[src/rtl/sipo_deserializer_ne.sv]
// Falling-edge serial-in/parallel-out deserializer: assembles WIDTH-bit words MSB-first.
// Optional even-parity trailer enabled by defining SIPO_PARITY_EN; otherwise PERR is tied low.
module sipo_deserializer_ne #(
    parameter int WIDTH = 4
) (
    input  logic             C,
    input  logic             RST_N,
    input  logic             D,
    input  logic             EN,
    input  logic             CLR,
    output logic [WIDTH-1:0] DOUT,
    output logic             VALID,
    output logic             BUSY,
    output logic             PERR
);

`ifdef SIPO_PARITY_EN
    localparam int FRAME = WIDTH + 1;
`else
    localparam int FRAME = WIDTH;
`endif
    localparam int CNT_W = $clog2(FRAME + 1);

    typedef enum logic {IDLE, RECV} state_t;

    state_t             state_q, state_d;
    logic [WIDTH-1:0]   sr_q, sr_d;
    logic [CNT_W-1:0]   cnt_q, cnt_d;
    logic [WIDTH-1:0]   dout_q, dout_d;
    logic               valid_q, valid_d;
    logic [WIDTH-1:0]   shifted;
    logic               last_bit;
`ifdef SIPO_PARITY_EN
    logic               perr_q, perr_d;
`endif

    always_comb begin
        state_d  = state_q;
        sr_d     = sr_q;
        cnt_d    = cnt_q;
        dout_d   = dout_q;
        valid_d  = 1'b0;
`ifdef SIPO_PARITY_EN
        perr_d   = perr_q;
`endif
        shifted  = {sr_q[WIDTH-2:0], D};
        last_bit = (cnt_q == CNT_W'(FRAME - 1));

        if (CLR) begin
            state_d = IDLE;
            sr_d    = '0;
            cnt_d   = '0;
        end else if (EN) begin
            case (state_q)
                IDLE: begin
                    sr_d    = shifted;
                    cnt_d   = CNT_W'(1);
                    state_d = RECV;
                end
                RECV: begin
                    if (last_bit) begin
`ifdef SIPO_PARITY_EN
                        // Final bit is the parity trailer: data already sits whole in sr_q.
                        dout_d = sr_q;
                        perr_d = ^{sr_q, D};
`else
                        dout_d = shifted;
                        sr_d   = shifted;
`endif
                        valid_d = 1'b1;
                        cnt_d   = '0;
                        state_d = IDLE;
                    end else begin
                        sr_d  = shifted;
                        cnt_d = cnt_q + CNT_W'(1);
                    end
                end
                default: begin
                    state_d = IDLE;
                    cnt_d   = '0;
                end
            endcase
        end
    end

    always_ff @(negedge C or negedge RST_N) begin
        if (!RST_N) begin
            state_q <= IDLE;
            sr_q    <= '0;
            cnt_q   <= '0;
            dout_q  <= '0;
            valid_q <= 1'b0;
        end else begin
            state_q <= state_d;
            sr_q    <= sr_d;
            cnt_q   <= cnt_d;
            dout_q  <= dout_d;
            valid_q <= valid_d;
        end
    end

`ifdef SIPO_PARITY_EN
    always_ff @(negedge C or negedge RST_N) begin
        if (!RST_N) begin
            perr_q <= 1'b0;
        end else begin
            perr_q <= perr_d;
        end
    end
    assign PERR = perr_q;
`else
    assign PERR = 1'b0;
`endif

    assign DOUT  = dout_q;
    assign VALID = valid_q;
    assign BUSY  = (cnt_q != '0);

endmodule

[config.mk]
export PLATFORM = sky130hd
export DESIGN_NAME = sipo_deserializer_ne
export DESIGN_NICKNAME = d
export VERILOG_FILES = /design/src/rtl/sipo_deserializer_ne.sv
export SDC_FILE = /design/constraint.sdc
export NUM_CORES = 1
export LEC_CHECK = 0
export BUFFER_PORTS_ARGS = -buffer_cell sky130_fd_sc_hd__buf_2
export CAP_MARGIN = 10
export CORE_AREA = 2 2 39 41
export CTS_BUF_LIST = sky130_fd_sc_hd__clkbuf_4 sky130_fd_sc_hd__clkbuf_8
export DETAILED_ROUTE_END_ITERATION = 6
export DIE_AREA = 0 0 41 43
export HOLD_SLACK_MARGIN = 0.06
export PLACE_DENSITY = 0.65
export SETUP_SLACK_MARGIN = 0.05
export SYNTH_ARGS = -nofsm -noshare
export SYNTH_HDL_FRONTEND = slang
export SYNTH_SLANG_ARGS = --single-unit
[constraint.sdc]
create_clock -name C -period 3.3 [get_ports C]
set_clock_uncertainty 0.15 [all_clocks]
set_input_delay 0.33 -clock C [delete_from_list [all_inputs] [get_ports C]]
set_output_delay 0.33 -clock C [all_outputs]
set_load 0.1 [all_outputs]
==> flow_summary.json <==
{
  "status": "finished clean",
  "portBuffers": 10,
  "synth_fa_ha_area_share_pct": 4.35,
  "path_class": "flip-flop to output pin",
  "yosysMostFrequentCell": "dfrtn_1",
  "ir_worst_vdd_uv": 240,
  "area_delta_synth_final_pct": 26.5,
  "post_synth.cell_area_avg_sq_um": 12.5,
  "wirelength_um": 924,
  "initial_core_util_pct": 41.6,
  "hold_path_depth": 1,
  "core_area_sq_mm": 0.00138,
  "hold_viol": 0,
  "grt_use_met3_pct": 3.14,
  "globalplace.congestion": 0.651,
  "synthMuxAreaShare_pct": 15.7,
  "drtIter0Drc": 5,
  "rows": 14,
  "clkTransAtPathRegs_ps": 50,
  "syn-cell-area_sq_um": 576,
  "synth_top_area_cell": "dfrtn_1",
  "yosys_warnings": 0,
  "die_x_um": 41,
  "setup_violations": 0,
  "crit_chain": "inv_2 -> ha_4 -> nand2b_4 -> buf_12",
  "cts_buffer_depth": 2,
  "worst_path_largest_cell_delay_ps": 440,
  "cts_buffers": 3,
  "drive_above_1_share_pct": 48.4,
  "nNetsFinal": 71,
  "synth_area_leaders": "dfrtn_1, mux2_4, mux2i_1",
  "die_area_sq_mm": 0.00176,
  "io_pins": 12,
  "finalSetupTns_ps": 0,
  "synthDistinctLibCells": 18,
  "avgViaCountPerCell": 4.68,
  "slew_violations": 0,
  "dp_hpwl_um": 637,
  "ys_async_sr_fraction_pct": 100,
  "holdWs_ps": 311,
  "yosys-top-cells-count": "dfrtn_1, nor2_1, mux2_4",
  "grt_pass1_wl_um": 1510,
  "htreeDepth": 1,
  "die_y_um": 43,
  "clock-sinks": 12,
  "cts.hold.buffers_added": 0,
  "yosys.area_share.simple_pct": 17.4,
  "p_total_uw": 290,
  "rr_worst_depth": 6,
  "track_usage_pct": 13.3,
  "syn-num-nets": 53,
  "synth_top_family_by_area": "simple AND/OR/NAND/NOR gates",
  "num_antenna_cells": 0,
  "gr-total-overflow": 0,
  "synth-edff-count": 0,
  "yosysTopAreaCellShare_pct": 52.2,
  "crit_path_top_delay_cell": "dfrtn_1",
  "grt_max_degree": 13,
  "synth-xor-area-share_pct": 0,
  "grt.met1_usage_pct": 15.9,
  "maxCapViolCount": 0,
  "yosysSeqAreaShare_pct": 52.2,
  "wire_per_inst_um": 11.8,
  "leakage_nw": 0.377,
  "critPathCaptureType": "output pin",
  "layout_setup_ws_ps": 20.4,
  "grt_antenna_before_repair": 0,
  "cp_max_fo": 2,
  "postSynthCellCount": 46,
  "busiest_layer": "met2",
  "cts_tree": "yes",
  "dr.pass1.iters": 2,
  "start_kind": "flip-flop",
  "vias": 365,
  "cp.required_ps": 2820,
  "synth_compound_area_share_pct": 2.61,
  "cellPowerDensity_mw_per_mm2": 399,
  "postLayoutCoreUtil_pct": 52.6,
  "route.detailed.drc": 0,
  "dp_slack_ps": 161,
  "hold_class": "flip-flop to flip-flop",
  "grt_pass1_vias": 363,
  "clk_latency_ps": 260,
  "rsz0062_at_grt": "yes",
  "grtUsageMet2_pct": 19.7,
  "yosys_most_used_dff": "dfrtn_1",
  "ys_ff_latch": 12,
  "cp.arrival_ps": 2800,
  "ant_nets": 0,
  "ctsRootBufferMaster": "clkbuf_4"
}
-- where the power goes --
group / switching [mW] / total (mW) / leakage [nW] / internal (mW)
clock: 0.0383 / 0.0802 / 0.0138 / 0.0420
combinational: 0.0342 / 0.0542 / 0.200 / 0.0200
sequential: 0.00354 / 0.156 / 0.164 / 0.152
-- registers in the layout, summed over array words and instances, names as in the netlist --
name	flops
DOUT	4
VALID	1
cnt_q	3
sr_q	3
state_q	1
-- stage by stage --
step / cells / cell area, sq um
floorplan: 46 / 578
global placement: 70 / 641
detailed placement: 70 / 641
CTS: 75 / 688
global route: 78 / 728
finish: 78 / 728
-- critical path, delay by kind of cell, from the launching register on --
| family | cells | cell delay [ps] |
|---|---|---|
| adder cells (fa/ha/maj) | 1 | 160 |
| AND/OR/NAND/NOR | 1 | 70 |
| buffers and inverters | 2 | 220 |
| flip-flops | 1 | 440 |
-- layout make-up --
type | instances | area [sq um]
Fill cell | 133 | 656
Sequential cell | 12 | 300
Multi-Input combinational cell | 28 | 254
Timing Repair Buffer | 16 | 120
Clock buffer | 3 | 22.5
Tap cell | 16 | 20.0
Inverter | 3 | 11.3
-- routing by layer --
layer | share of wire [%] | routed length, um
met1 | 40 | 369
met2 | 54 | 500
met3 | 4.0 | 37
met4 | 1.8 | 17
met5 | 0 | 0
-- path summary, 6_finish.rpt --
kind	start	endpoint	slack (ps)
max reg2reg	cnt_q[1]	DOUT[3]	1410
max	cnt_q[1]	BUSY	20
min	DOUT[1]	DOUT[1]	310
max in group asynchronous	RST_N	DOUT[3]	1440
min reg2reg	DOUT[1]	DOUT[1]	310
min in group asynchronous	RST_N	state_q	1320
-- kinds of logic (layout without fill, tap and decap cells) --
family                   after synthesis  after routing
AO/OA/AOI/OAI                          3              3
adder cells (fa/ha/maj)                2              2
buffers and inverters                  6             22
flip-flops                            12             12
multiplexers                           7              7
other                                  1              1
AND/OR/NAND/NOR                       15             15
-- cell usage in the layout, fill, tap and decap left out --
cell,Yosys,layout
o21ai_0,1,1
nor3_1,2,2
conb_1,1,1
buf_2,0,5
inv_1,3,1
mux2i_1,3,3
mux2_4,4,4
nand2b_4,1,2
nor3_4,1,1
nand2_4,1,1
a21oi_1,2,2
clkbuf_4,0,6
inv_2,0,2
ha_1,2,1
buf_4,1,7
nand3_1,1,1
nand2b_1,2,1
ha_4,0,1
and3b_1,1,1
dfrtn_1,12,12
nor2_1,6,6
buf_12,0,1
-- what timing repair did --
item                                   CTS  global route
endpoints found under the hold margin    0             0
setup endpoints to repair                2             4
pin swaps                                1             1
gates resized for setup                  3             6
buffers inserted                         2             3
Note: power is estimated with default switching activity, not from simulation.
